File: src/rtl/mcycle_control_unit_if.sv
`default_nettype none
// ---------------------------------------------------------------------------
// mcycle_control_unit_if : decode inputs and registered EX-stage controls
// Revision : 1.0
// ---------------------------------------------------------------------------
interface mcycle_control_unit_if;
   logic       enable;
   logic       flush;
   logic [6:0] opcode;
   logic [6:0] funct7;
   logic [1:0] alu_op;
   logic       reg_dst;
   logic       branch;
   logic       mem_read;
   logic       mem_2_reg;
   logic       mem_write;
   logic       alu_src;
   logic       reg_write;
   logic       jump;
   logic       mul_sel;
   logic       stall;
   logic       mul_done;

   modport master (
      output enable, flush, opcode, funct7,
      input  alu_op, reg_dst, branch, mem_read, mem_2_reg, mem_write,
             alu_src, reg_write, jump, mul_sel, stall, mul_done
   );

   modport slave (
      input  enable, flush, opcode, funct7,
      output alu_op, reg_dst, branch, mem_read, mem_2_reg, mem_write,
             alu_src, reg_write, jump, mul_sel, stall, mul_done
   );
endinterface
`default_nettype wire

File: src/rtl/mcycle_control_unit.sv
`default_nettype none
// ---------------------------------------------------------------------------
// mcycle_control_unit : registered decode with multi-cycle multiply stall FSM
// Revision : 1.0
// ---------------------------------------------------------------------------
module mcycle_control_unit #(
   parameter int         MUL_CYCLES = 3,
   parameter logic [6:0] MUL_FUNCT7 = 7'b0000001
) (
   input  logic                        clk,
   input  logic                        arst_n,
   mcycle_control_unit_if.slave        bus
);

   localparam logic [6:0] c_op_rtype = 7'b0110011;
   localparam logic [6:0] c_op_alui  = 7'b0010011;
   localparam logic [6:0] c_op_beq   = 7'b1100011;
   localparam logic [6:0] c_op_jal   = 7'b1101111;
   localparam logic [6:0] c_op_load  = 7'b0000011;
   localparam logic [6:0] c_op_store = 7'b0100011;

   localparam int                c_cnt_w    = $clog2(MUL_CYCLES + 1);
   localparam logic [c_cnt_w-1:0] c_cnt_init = c_cnt_w'(MUL_CYCLES - 1);

   typedef enum logic [0:0] {
      IDLE     = 1'b0,
      MUL_BUSY = 1'b1
   } state_t;

   typedef struct packed {
      logic [1:0] alu_op;
      logic       reg_dst;
      logic       branch;
      logic       mem_read;
      logic       mem_2_reg;
      logic       mem_write;
      logic       alu_src;
      logic       reg_write;
      logic       jump;
      logic       mul_sel;
   } ctrl_t;

   localparam ctrl_t c_bubble = '0;

   state_t             r_state, w_state;
   logic [c_cnt_w-1:0] r_cnt,   w_cnt;
   ctrl_t              r_ctrl,  w_ctrl;
   logic               r_mul_done, w_mul_done;
   logic               w_is_mul;

   function automatic ctrl_t f_decode(input logic [6:0] op);
      ctrl_t c;
      c = c_bubble;
      case (op)
         c_op_rtype: begin c.reg_write = 1'b1; c.alu_op = 2'b10; end
         c_op_alui:  begin c.alu_src = 1'b1; c.reg_write = 1'b1; end
         c_op_beq:   begin c.branch = 1'b1; c.alu_op = 2'b01; end
         c_op_jal:   c.jump = 1'b1;
         c_op_load:  begin
            c.alu_src   = 1'b1;
            c.mem_2_reg = 1'b1;
            c.reg_write = 1'b1;
            c.mem_read  = 1'b1;
         end
         c_op_store: begin c.alu_src = 1'b1; c.mem_write = 1'b1; end
         default:    c.alu_op = 2'b10;
      endcase
      return c;
   endfunction

   assign w_is_mul = (bus.opcode == c_op_rtype) && (bus.funct7 == MUL_FUNCT7);

   always_comb begin
      w_state    = r_state;
      w_cnt      = r_cnt;
      w_ctrl     = r_ctrl;
      w_mul_done = 1'b0;
      if (bus.flush) begin
         w_state = IDLE;
         w_cnt   = '0;
         w_ctrl  = c_bubble;
      end else begin
         case (r_state)
            IDLE: begin
               if (!bus.enable) begin
                  w_ctrl = c_bubble;
               end else begin
                  w_ctrl = f_decode(bus.opcode);
                  if (w_is_mul) begin
                     w_ctrl.mul_sel = 1'b1;
                     // A single-cycle multiply completes right away, no stall.
                     if (MUL_CYCLES > 1) begin
                        w_ctrl.reg_write = 1'b0;
                        w_state          = MUL_BUSY;
                        w_cnt            = c_cnt_init;
                     end else begin
                        w_mul_done = 1'b1;
                     end
                  end
               end
            end
            MUL_BUSY: begin
               if (r_cnt <= c_cnt_w'(1)) begin
                  w_ctrl.reg_write = 1'b1;
                  w_mul_done       = 1'b1;
                  w_state          = IDLE;
                  w_cnt            = '0;
               end else begin
                  w_cnt = r_cnt - 1'b1;
               end
            end
            default: begin
               w_state = IDLE;
               w_cnt   = '0;
               w_ctrl  = c_bubble;
            end
         endcase
      end
   end

   always_ff @(posedge clk or negedge arst_n) begin
      if (!arst_n) begin
         r_state    <= IDLE;
         r_cnt      <= '0;
         r_ctrl     <= c_bubble;
         r_mul_done <= 1'b0;
      end else begin
         r_state    <= w_state;
         r_cnt      <= w_cnt;
         r_ctrl     <= w_ctrl;
         r_mul_done <= w_mul_done;
      end
   end

   assign bus.alu_op    = r_ctrl.alu_op;
   assign bus.reg_dst   = r_ctrl.reg_dst;
   assign bus.branch    = r_ctrl.branch;
   assign bus.mem_read  = r_ctrl.mem_read;
   assign bus.mem_2_reg = r_ctrl.mem_2_reg;
   assign bus.mem_write = r_ctrl.mem_write;
   assign bus.alu_src   = r_ctrl.alu_src;
   assign bus.reg_write = r_ctrl.reg_write;
   assign bus.jump      = r_ctrl.jump;
   assign bus.mul_sel   = r_ctrl.mul_sel;
   assign bus.mul_done  = r_mul_done;
   // State-only decode keeps the stall path free of input timing.
   assign bus.stall     = (r_state == MUL_BUSY);

endmodule
`default_nettype wire

File: src/flat_wrapper.sv
// flat-port wrapper written by rule: the top's interface ports become plain ports
module mcycle_control_unit_flat 
#(
   parameter int         MUL_CYCLES = 3,
   parameter logic [6:0] MUL_FUNCT7 = 7'b0000001
)
  (clk, arst_n, bus_enable, bus_flush, bus_opcode, bus_funct7, bus_alu_op, bus_reg_dst, bus_branch, bus_mem_read, bus_mem_2_reg, bus_mem_write, bus_alu_src, bus_reg_write, bus_jump, bus_mul_sel, bus_stall, bus_mul_done);
  mcycle_control_unit_if bus_i ();
  input  logic clk;
  input  logic arst_n;
  input wire logic [$bits(bus_i.enable)-1:0] bus_enable;
  input wire logic [$bits(bus_i.flush)-1:0] bus_flush;
  input wire logic [$bits(bus_i.opcode)-1:0] bus_opcode;
  input wire logic [$bits(bus_i.funct7)-1:0] bus_funct7;
  output wire logic [$bits(bus_i.alu_op)-1:0] bus_alu_op;
  output wire logic [$bits(bus_i.reg_dst)-1:0] bus_reg_dst;
  output wire logic [$bits(bus_i.branch)-1:0] bus_branch;
  output wire logic [$bits(bus_i.mem_read)-1:0] bus_mem_read;
  output wire logic [$bits(bus_i.mem_2_reg)-1:0] bus_mem_2_reg;
  output wire logic [$bits(bus_i.mem_write)-1:0] bus_mem_write;
  output wire logic [$bits(bus_i.alu_src)-1:0] bus_alu_src;
  output wire logic [$bits(bus_i.reg_write)-1:0] bus_reg_write;
  output wire logic [$bits(bus_i.jump)-1:0] bus_jump;
  output wire logic [$bits(bus_i.mul_sel)-1:0] bus_mul_sel;
  output wire logic [$bits(bus_i.stall)-1:0] bus_stall;
  output wire logic [$bits(bus_i.mul_done)-1:0] bus_mul_done;
  assign bus_i.enable = bus_enable;
  assign bus_i.flush = bus_flush;
  assign bus_i.opcode = bus_opcode;
  assign bus_i.funct7 = bus_funct7;
  assign bus_alu_op = bus_i.alu_op;
  assign bus_reg_dst = bus_i.reg_dst;
  assign bus_branch = bus_i.branch;
  assign bus_mem_read = bus_i.mem_read;
  assign bus_mem_2_reg = bus_i.mem_2_reg;
  assign bus_mem_write = bus_i.mem_write;
  assign bus_alu_src = bus_i.alu_src;
  assign bus_reg_write = bus_i.reg_write;
  assign bus_jump = bus_i.jump;
  assign bus_mul_sel = bus_i.mul_sel;
  assign bus_stall = bus_i.stall;
  assign bus_mul_done = bus_i.mul_done;
  mcycle_control_unit #(.MUL_CYCLES(MUL_CYCLES), .MUL_FUNCT7(MUL_FUNCT7)) u_core (.clk(clk), .arst_n(arst_n), .bus(bus_i));
endmodule
File: config.mk
export PLATFORM = sky130hd
export DESIGN_NAME = mcycle_control_unit_flat
export DESIGN_NICKNAME = d
export VERILOG_FILES = /design/src/rtl/mcycle_control_unit_if.sv /design/src/rtl/mcycle_control_unit.sv /design/src/flat_wrapper.sv
export SDC_FILE = /design/constraint.sdc
export NUM_CORES = 1
export LEC_CHECK = 0
export CAP_MARGIN = 20
export CORE_MARGIN = 10
export CORE_UTILIZATION = 34
export DETAILED_ROUTE_END_ITERATION = 10
export GPL_ROUTABILITY_DRIVEN = 0
export PLACE_DENSITY_LB_ADDON = 0.3
export SLEW_MARGIN = 20
export SYNTH_ARGS = -nofsm -noshare
export SYNTH_HDL_FRONTEND = slang
export SYNTH_SLANG_ARGS = --single-unit
File: constraint.sdc
create_clock -name clk -period 1.4 [get_ports clk]
set_input_delay 0.35 -clock clk [delete_from_list [all_inputs] [get_ports clk]]
set_output_delay 0.35 -clock clk [all_outputs]
set_load 0.05 [all_outputs]
==> impl_metrics.tcl <==
set metrics [dict create \
    drv_cap 0 \
    number_of_buffers_added_by_the_clock_tree_synthesis_step 3 \
    path_cells "or3b_4 -> buf_6 -> or4_4 -> o21ai_2" \
    htreeDepth 1 \
    post_synth_inst_count 60 \
    synth.net_count 78 \
    largest_register_ff_count 2 \
    post-synth-top-area-cell "sky130_fd_sc_hd__dfrtp_1" \
    run_status "finished with violations" \
    pin_count_of_the_biggest_net_entering_global_routing 13 \
    grt_usage_pct 11.2 \
    asyncSetResetFlopFracSynth_pct 100 \
    synth_warnings 0 \
    grt_pass1_wl_mm 3.14 \
    drt_first_pass_iters 4 \
    critical_path.startpoint "u_core.bus.stall$_DFF_PN0_" \
    top_level_ports 31 \
    tritoncts "done" \
    setup.worst_path.class "reg2reg" \
    vias 648 \
    route.final.wire_length_mm 2.09 \
    cts_hold_buf 0 \
    first_global_vias 701 \
    failed_checks "negative setup slack" \
    number_of_synthesized_register_bits 12 \
    dpl_worst_slack_ns -0.580 \
    vdd_ir_drop_max_mv 0.317 \
    clk_transition_reported_paths_ns 0.08 \
    ys_seq_area_share_pct 50.2 \
    num_antenna_cells 0 \
    totalPowerFinal_mw 0.732 \
    fmax_ghz 0.618 \
    detail_route.drc_violations 0 \
    critPathSlowestCell "sky130_fd_sc_hd__or4_4" \
    starting_density_of_the_core_pct 35.4 \
    synthXorXnorAreaFrac_pct 0 \
    post_synth.cell_area_avg_um2 9.97 \
    post_drt_via_cell_ratio 5.31 \
    finalCritPeriodShare_pct 116 \
    routedWlPerCell_um 17.1 \
    yosys.cell_types.count 26 \
    buffer_ports.inserted 29 \
    overflow 0 \
    num-nets-final 124 \
    data_arrival_critical_path_ns 1.84 \
    power.static_leakage_nw 0.607 \
    critPathLaunchType "flop" \
    cts-root-buf "sky130_fd_sc_hd__clkbuf_4" \
    hp-class "in2async" \
    proportion_of_layout_cells_with_a_drive_suffix_above_1_pct 48.6 \
    finalHoldViolCount 0 \
    clk_latency_ns 0.29 \
    die_w_um 61.9 \
    synth_top_family_by_area "simple AND/OR/NAND/NOR gates" \
    simple_logic_cell_fraction_of_the_synthesized_area_pct 29.1 \
    number_of_antenna_violations_at_the_first_check_in_global_routing 0 \
    largest_register "u_core.r_cnt" \
    critical_path_buf_inv_count 1 \
    crit_path_max_fanout 2 \
    floorplan.die_area_mm2 0.00384 \
    max-clock-path-buffers 2 \
    synth_compound_gate_area_share_pct 15.1 \
    synth-main-ff-cell "sky130_fd_sc_hd__dfrtp_1" \
    synth_enable_flop_cells 0 \
    first_iter_violations 10 \
    dp_hpwl_mm 1.55 \
    critPathTopFamily "simple AND/OR/NAND/NOR gates" \
    post_synth_fa_ha_maj_area_fraction_pct 0 \
    timing.final.max_slew_violations 0 \
    layout_min_cycle_time_ns 1.62 \
    crit_path_max_incr_delay_ns 0.49 \
    tns_ns -1.34 \
    final-setup-viol-count 11 \
    final_core_util_pct 75.3 \
    skew_ns 0.0116 \
    area_delta_synth_final_pct 113 \
    grt_setup_unrepaired "true" \
    timing.rr.start "u_core.bus.stall$_DFF_PN0_" \
    synth.top_cells.by_area "sky130_fd_sc_hd__dfrtp_1, sky130_fd_sc_hd__nand2_1, sky130_fd_sc_hd__o21ai_1, sky130_fd_sc_hd__nand2b_1, sky130_fd_sc_hd__buf_4" \
    cp-end-kind "flop" \
    synth_area_um2 598 \
    layout_setup_ws_ns -0.217 \
    required_time_of_the_critical_path_ns 1.62 \
    die_y_um 61.9 \
    r2r_setup_slack_ns -0.22 \
    cellPowerDensity_mw_per_mm2 575 \
    ant_nets 0 \
    synth_top_area_share_pct 50.2 \
    clock_sinks 12 \
    core_region_area_mm2 0.00169 \
    timing.hold.ws_ns 0.360 \
    post_synth_mux_area_share_pct 0 \
    rows 15 \
]
[area by class of cell]
class / count / area, um^2
timing repair buffer: 45 / 561
fill: 108 / 417
multi-input combinational: 43 / 359
sequential: 12 / 302
clock buffer: 4 / 26.3
tap: 17 / 21.3
inverter: 1 / 3.75
[cells in the mapped netlist (2+ instances only)]
library cell	count
sky130_fd_sc_hd__dfrtp_1	12
sky130_fd_sc_hd__nand2_1	10
sky130_fd_sc_hd__o21ai_1	7
sky130_fd_sc_hd__nand2b_1	4
sky130_fd_sc_hd__buf_4	3
sky130_fd_sc_hd__nand3_1	2
sky130_fd_sc_hd__nand3b_1	2
sky130_fd_sc_hd__nor4_1	2
[final timing paths]
| path | end | cells past startpoint |
|---|---|---|
| max in group asynchronous | u_core.bus.alu_src$_DFFE_PN0P_ | 2 |
| hold reg to reg | u_core.bus.mul_done$_DFF_PN0_ | 1 |
| min in group clk | u_core.bus.mem_2_reg$_DFFE_PN0P_ | 3 |
| setup / recovery | u_core.bus.branch$_DFFE_PN0P_ | 4 |
| hold / removal | u_core.bus.jump$_DFFE_PN0P_ | 2 |
| setup reg to reg | u_core.bus.branch$_DFFE_PN0P_ | 4 |
[stage by stage]
stage,std cells,area [um^2]
floorplan,60,599
global placement,116,1110
detailed placement,116,1110
CTS,121,1170
global route,122,1270
finish,122,1270
[placed cells by master (no fill, tap or decap), types with 2 or more instances in the layout]
cell / netlist / routed
sky130_fd_sc_hd__nand2b_1: 4 / 4
sky130_fd_sc_hd__dfrtp_1: 12 / 11
sky130_fd_sc_hd__dlymetal6s2s_1: 0 / 9
sky130_fd_sc_hd__clkbuf_4: 0 / 3
sky130_fd_sc_hd__o21ai_2: 0 / 3
sky130_fd_sc_hd__dlygate4sd2_1: 0 / 3
sky130_fd_sc_hd__nand2_1: 10 / 9
sky130_fd_sc_hd__buf_4: 3 / 13
sky130_fd_sc_hd__buf_6: 0 / 3
sky130_fd_sc_hd__o21ai_1: 7 / 4
sky130_fd_sc_hd__nand3b_1: 2 / 2
sky130_fd_sc_hd__or4_4: 1 / 2
sky130_fd_sc_hd__o31ai_2: 1 / 2
sky130_fd_sc_hd__clkdlybuf4s50_1: 0 / 5
sky130_fd_sc_hd__buf_12: 0 / 12
[kinds of logic after synthesis]
family | count (synthesis)
and+or+nand+nor | 29
AOI/OAI and AO/OA | 13
other | 1
buffers and inverters | 5
DFF | 12
[repair_timing]
item,in CTS,in global routing
endpoints found under the setup margin,11,11
pin swaps,11,11
gates cloned,0,0
setup buffers,1,1
gates resized for setup,9,24
[power by group]
part / internal [mW] / total (mW) / switching, mW
combinational: 0.0821 / 0.150 / 0.0681
sequential: 0.348 / 0.351 / 0.00233
clock: 0.111 / 0.231 / 0.121
total: 0.541 / 0.732 / 0.191
[routing by layer]
layer,wire [um],track usage [%],vias up
met5,0,0,-
met4,102,10.2,0
met3,116,2.64,7
met2,1130,20.0,25
met1,739,10.4,314
li1,-,-,302
Power figures use the tool's default switching activity.
